<file path="config.mk">
export PLATFORM = sky130hd
export DESIGN_NAME = interrupt_sequencer
export DESIGN_NICKNAME = d
export VERILOG_FILES = /design/src/rtl/cpu_pkg.sv /design/src/rtl/nmi_edge_detect.sv /design/src/rtl/interrupt_sequencer.sv
export SDC_FILE = /design/constraint.sdc
export NUM_CORES = 1
export LEC_CHECK = 0
export BUFFER_PORTS_ARGS = -buffer_cell sky130_fd_sc_hd__clkbuf_2
export CAP_MARGIN = 5
export CORE_ASPECT_RATIO = 1.25
export CORE_UTILIZATION = 48
export CTS_BUF_LIST = sky130_fd_sc_hd__clkbuf_4
export DETAILED_ROUTE_END_ITERATION = 16
export PLACE_DENSITY = 0.78
export SLEW_MARGIN = 0
export SYNTH_ARGS = -nofsm -noshare
export SYNTH_HDL_FRONTEND = slang
export SYNTH_SLANG_ARGS = --single-unit
</file>
<file path="constraint.sdc">
create_clock -name clk -period 2.1 [get_ports clk]
set_clock_uncertainty 0.15 [all_clocks]
set_input_delay 0.315 -clock clk [delete_from_list [all_inputs] [get_ports clk]]
set_output_delay 0.315 -clock clk [all_outputs]
set_load 0.1 [all_outputs]
</file>
<file path="src/rtl/cpu_pkg.sv">
// Shared 6502 core types: sequencer states, interrupt sources,
// status register bit positions and default vector addresses.
package cpu_pkg;

  typedef enum logic [2:0] {
    S_IDLE,
    S_DUMMY,
    S_PUSH_PCH,
    S_PUSH_PCL,
    S_PUSH_P,
    S_VEC_LO,
    S_VEC_HI,
    S_LOAD
  } state_t;

  typedef enum logic [1:0] {
    SRC_NMI,
    SRC_BRK,
    SRC_IRQ
  } src_t;

  localparam int PSR_C = 0;
  localparam int PSR_Z = 1;
  localparam int PSR_I = 2;
  localparam int PSR_D = 3;
  localparam int PSR_B = 4;
  localparam int PSR_V = 6;
  localparam int PSR_N = 7;

  localparam logic [7:0]  STACK_PAGE_DEF = 8'h01;
  localparam logic [15:0] NMI_VEC_DEF    = 16'hFFFA;
  localparam logic [15:0] IRQ_VEC_DEF    = 16'hFFFE;

  // Bit 5 always reads back as 1; B exists only in the pushed copy.
  function automatic logic [7:0] push_p(
    input logic [7:0] psr,
    input logic       brk
  );
    return (psr & 8'hCF) | 8'h20 | ({7'b0, brk} << PSR_B);
  endfunction

endpackage

</file>
<file path="src/rtl/nmi_edge_detect.sv">
// NMI falling-edge detector with a sticky pending flag.
// req also covers an edge seen in the current cycle.
module nmi_edge_detect (
  input  logic clk,
  input  logic rst,
  input  logic nmi_n,
  input  logic clear,
  output logic pending,
  output logic req
);

  logic prev;
  logic fall;

  assign fall = prev & ~nmi_n;
  assign req  = pending | fall;

  always_ff @(posedge clk or posedge rst) begin
    if (rst) begin
      prev    <= 1'b1;
      pending <= 1'b0;
    end else begin
      prev    <= nmi_n;
      pending <= (pending & ~clear) | fall;
    end
  end

endmodule

</file>
<file path="src/rtl/interrupt_sequencer.sv">
// 6502 NMI/IRQ/BRK entry sequencer: push PC and P, set I, fetch vector.
// Define NMI_HIJACK_EN to let a late NMI steal a BRK/IRQ vector fetch.
module interrupt_sequencer
  import cpu_pkg::*;
#(
  parameter logic [7:0]  STACK_PAGE = STACK_PAGE_DEF,
  parameter logic [15:0] NMI_VEC    = NMI_VEC_DEF,
  parameter logic [15:0] IRQ_VEC    = IRQ_VEC_DEF
) (
  input  logic        clk,
  input  logic        rst,
  input  logic [7:0]  psr_in,
  input  logic        nmi_n,
  input  logic        irq_n,
  input  logic        brk_req,
  input  logic        instr_boundary,
  input  logic [15:0] pc_in,
  input  logic [7:0]  sp_in,
  input  logic [7:0]  db_in,
  output logic        busy,
  output logic [15:0] addr_out,
  output logic        rd_en,
  output logic        we,
  output logic [7:0]  data_out,
  output logic        sp_dec,
  output logic        set_i,
  output logic        pc_load,
  output logic [15:0] pc_vector
);

  state_t      state;
  src_t        src;
  src_t        sel;
  logic        take;
  logic        irq_ok;
  logic [15:0] pc_push;
  logic [7:0]  sp_lat;
  logic [15:0] vec;
  logic        vec_nmi;
  logic [7:0]  vec_lo;
  logic        hijack;
  logic        nmi_pending;
  logic        nmi_req;
  logic        nmi_clear;

  assign nmi_clear = (state == S_VEC_LO) && vec_nmi;
  assign irq_ok    = ~irq_n & ~psr_in[PSR_I];

  nmi_edge_detect u_nmi (
    .clk     (clk),
    .rst     (rst),
    .nmi_n   (nmi_n),
    .clear   (nmi_clear),
    .pending (nmi_pending),
    .req     (nmi_req)
  );

  always_comb begin
    take = 1'b1;
    sel  = SRC_IRQ;
    if (nmi_req)      sel  = SRC_NMI;
    else if (brk_req) sel  = SRC_BRK;
    else if (irq_ok)  sel  = SRC_IRQ;
    else              take = 1'b0;
  end

  always_comb begin
    hijack = 1'b0;
`ifdef NMI_HIJACK_EN
    hijack = (state == S_PUSH_P) && nmi_req && !vec_nmi;
`else
    hijack = 1'b0;
`endif
  end

  always_comb begin
    data_out  = 8'h00;
    pc_vector = 16'h0000;
    case (state)
      S_PUSH_PCH: data_out  = pc_push[15:8];
      S_PUSH_PCL: data_out  = pc_push[7:0];
      S_PUSH_P:   data_out  = push_p(psr_in, src == SRC_BRK);
      S_LOAD:     pc_vector = {db_in, vec_lo};
      default:    data_out  = 8'h00;
    endcase
  end

  always_ff @(posedge clk or posedge rst) begin
    if (rst) begin
      state    <= S_IDLE;
      src      <= SRC_IRQ;
      pc_push  <= '0;
      sp_lat   <= '0;
      vec      <= '0;
      vec_nmi  <= 1'b0;
      vec_lo   <= '0;
      busy     <= 1'b0;
      addr_out <= '0;
      rd_en    <= 1'b0;
      we       <= 1'b0;
      sp_dec   <= 1'b0;
      set_i    <= 1'b0;
      pc_load  <= 1'b0;
    end else begin
      busy     <= 1'b0;
      addr_out <= '0;
      rd_en    <= 1'b0;
      we       <= 1'b0;
      sp_dec   <= 1'b0;
      set_i    <= 1'b0;
      pc_load  <= 1'b0;
      case (state)
        S_IDLE: begin
          if (instr_boundary && take) begin
            state   <= S_DUMMY;
            busy    <= 1'b1;
            src     <= sel;
            pc_push <= (sel == SRC_BRK) ? pc_in + 16'd2 : pc_in;
            sp_lat  <= sp_in;
            vec_nmi <= (sel == SRC_NMI);
            vec     <= (sel == SRC_NMI) ? NMI_VEC : IRQ_VEC;
          end
        end
        S_DUMMY: begin
          state    <= S_PUSH_PCH;
          busy     <= 1'b1;
          addr_out <= {STACK_PAGE, sp_lat};
          we       <= 1'b1;
          sp_dec   <= 1'b1;
        end
        S_PUSH_PCH: begin
          state    <= S_PUSH_PCL;
          busy     <= 1'b1;
          addr_out <= {STACK_PAGE, sp_lat - 8'd1};
          we       <= 1'b1;
          sp_dec   <= 1'b1;
        end
        S_PUSH_PCL: begin
          state    <= S_PUSH_P;
          busy     <= 1'b1;
          addr_out <= {STACK_PAGE, sp_lat - 8'd2};
          we       <= 1'b1;
          sp_dec   <= 1'b1;
        end
        S_PUSH_P: begin
          state    <= S_VEC_LO;
          busy     <= 1'b1;
          rd_en    <= 1'b1;
          set_i    <= 1'b1;
          if (hijack) begin
            vec      <= NMI_VEC;
            vec_nmi  <= 1'b1;
            addr_out <= NMI_VEC;
          end else begin
            addr_out <= vec;
          end
        end
        S_VEC_LO: begin
          state    <= S_VEC_HI;
          busy     <= 1'b1;
          rd_en    <= 1'b1;
          addr_out <= vec + 16'd1;
        end
        S_VEC_HI: begin
          state   <= S_LOAD;
          busy    <= 1'b1;
          pc_load <= 1'b1;
          vec_lo  <= db_in;
        end
        S_LOAD: begin
          state <= S_IDLE;
        end
        default: state <= S_IDLE;
      endcase
    end
  end

endmodule

</file>
==> results.py <==
metrics = {
    "run_status": {
        "status": "finished with violations",
        "failed_checks": "negative setup slack",
    },
    "timing": {
        "worstMarginPinSlew_ns": 0.586,
        "fmax_mhz": 462,
        "relSlewSlack_pct": 60.6,
        "rsz0062_at_grt": "true",
        "final-hold-violation-count": 0,
        "setup_ws_ns": -0.0633,
        "period_needed_ns": 2.16,
        "holdWs_ns": 0.0298,
        "drv_slew": 0,
        "finalCritPeriodShare_pct": 103,
        "finalSetupViolCount": 10,
    },
    "cts": {
        "cts_tree": "yes",
        "htree_num_levels": 3,
        "clkLatencyLatePin_ns": 0.41,
        "root_buffer": "clkbuf_4",
        "clkTransAtPathRegs_ns": 0.10,
        "clkSinkCount": 57,
        "numCtsBuffers": 9,
        "cts_buffer_depth": 2,
    },
    "synth": {
        "synthArstFlopShare_pct": 100,
        "synth_edf_count": 0,
        "syn_area_per_cell_um2": 9.29,
        "postSynthCellCount": 328,
        "synth_seq_cells": 57,
        "ys.flop_type": "dfrtp_1",
        "synth_seq_area_share_pct": 46.9,
        "syn_area_um2": 3050,
        "ys_warn_count": 0,
        "synth_nets": 378,
        "synth.distinct_cells": 51,
        "yosys-top-cells-area": "dfrtp_1 (45%), nand2_1 (6.8%), o21ai_0 (4.4%), and2_1 (3.5%), mux2i_1 (3.3%)",
        "synth_top_cell_by_area": "dfrtp_1",
        "synth_top_cells_by_count": "dfrtp_1 (55), nand2_1 (55), o21ai_0 (27)",
        "yosysTopAreaCellShare_pct": 45.2,
    },
    "global_route": {
        "grt_use_total_pct": 27.5,
        "antenna_found_initial": 0,
        "grt_util_met1_pct": 30.8,
        "grt_overflow": 0,
        "met2_usage_pct": 48.8,
        "grt.busiest_layer": "met2",
        "grt_use_met3_pct": 5.66,
        "grt_pass1_wl_mm": 13.7,
        "grt_pass1_vias": 2903,
        "grt_max_degree": 39,
    },
    "job": {
        "maxCapViolations": 0,
    },
    "drt": {
        "wire_per_inst_um": 15.6,
        "dr.pass1.iters": 4,
        "drc": 0,
        "postRouteAntennaNets": 0,
        "vias_per_cell": 5.41,
        "num_vias": 2853,
        "wl_mm": 8.24,
        "drt_iter0_drc": 261,
    },
    "worst_setup_path": {
        "arrival_ns": 1.70,
        "criticalPathCategory": "reg2out",
        "startpoint_type": "register",
        "cp-end-kind": "output pin",
        "crit_required_ns": 1.63,
        "cp_max_fo": 9,
    },
    "floorplan": {
        "dieArea_um2": 6670,
        "start_util_pct": 49.4,
        "io-pin-count": 92,
        "rows": 32,
        "die_w_um": 73.3,
        "core_um2": 6170,
        "die_y_um": 91.1,
    },
    "layout": {
        "fin_area_um2": 4530,
        "fin_cells": 527,
        "antenna_cells": 0,
        "utilization_pct": 73.4,
        "nFillCells": 440,
        "syn_to_final_growth_pct": 48.5,
        "layout.nets": 487,
        "drive_gt1_share_pct": 40.0,
    },
    "placed_design": {
        "dpl.hpwl_mm": 5.93,
        "io_buffers": 89,
        "dpl_cell_area_um2": 4070,
        "gp_congestion": 0.885,
        "dp_cells": 490,
    },
    "min_path": {
        "hold_path_class": "in2reg",
    },
}
==> cell usage in the layout (no fill, tap or decap), types with 4 or more instances in the layout <==
cell type,n
ha_1,4
or4b_1,4
clkbuf_2,65
o21ai_0,20
and2_2,9
xnor2_1,8
nand2_1,55
and2_4,7
o21ai_4,7
o311ai_0,5
nand3_1,16
buf_12,28
dlygate4sd3_1,18
buf_4,12
a311oi_1,4
dfrtp_1,55
mux2_2,8
mux2i_4,5
inv_1,9
clkbuf_4,13
nand2b_1,6
a31oi_1,4
nor2_1,16
==> logic make-up after synthesis <==
logic type / after synthesis / share of synthesized area, %
AO/OA/AOI/OAI: 61 / 13.3
XOR/XNOR: 8 / 2.30
adder cells (fa/ha/maj): 4 / 1.64
buffers and inverters: 39 / 6.20
flip-flops: 57 / 46.9
multiplexers: 18 / 6.24
AND/OR/NAND/NOR: 141 / 23.4
==> metal layers <==
metal	vias up	share of wire, %
li1	1357	-
met1	1347	37
met2	128	54
met3	21	5.6
met4	0	3.6
met5	-	0
==> stage by stage <==
stage          TNS (ns)  setup WS, ns
3_5_place_dp          0        0.0359
5_1_grt           -1.76        -0.132
3_3_place_gp          0        0.0552
4_1_cts           -1.34       -0.0922
2_1_floorplan         0        0.0331
6_report         -0.459       -0.0633
==> path summary, 6_finish.rpt <==
check / cells after the start / end / from / slack [ns]
worst min register to register: 2 / src[1] / src[1] / 0.31
worst max register to register: 4 / vec_nmi / state[2] / 0
worst max-delay path: 6 / data_out[4] / state[1] / -0.06
min in group asynchronous: 3 / rd_en / rst / 0.29
worst min-delay path: 2 / vec_lo[7] / db_in[7] / 0.03
max in group asynchronous: 4 / src[1] / rst / 0.92
==> area by class of cell <==
| type | count | area, um^2 | share of cell area [%] |
|---|---|---|---|
| repair buffers | 126 | 1190 | 26.3 |
| clock buffers | 13 | 97.6 | 2.16 |
| multi-input cells | 232 | 1640 | 36.3 |
| inverters | 11 | 41.3 | 0.912 |
| flip-flops and latches | 57 | 1430 | 31.6 |
| clock inverters | 3 | 17.5 | 0.387 |
| well taps | 85 | 106 | 2.35 |
==> repair_timing <==
action / CTS / global route
gates resized for setup: 25 / 12
hold buffers: 18 / 0
buffers inserted: 4 / 0
endpoints found under the hold margin: 36 / 0
pin swaps: 3 / 7
endpoints found under the setup margin: 24 / 31
==> worst max-delay path, cell delays in order, from the launching register on <==
cell and delay (ns):
dfrtp_1 0.40, buf_6 0.15, nor2b_4 0.11, and2_4 0.21, nand3b_1 0.14, o21ai_4 0.09, buf_12 0.19
==> sequential cells by signal, summed over array words and instances, names as in the netlist, 2 cells and up <==
| name | flops |
|---|---|
| state | 3 |
| pc_push | 16 |
| sp_lat | 8 |
| vec | 2 |
| vec_lo | 8 |
| src | 2 |
| addr_out | 10 |
Power is not shown: default switching activity piles up to over one toggle a cycle in this logic, so the estimate is an artifact.
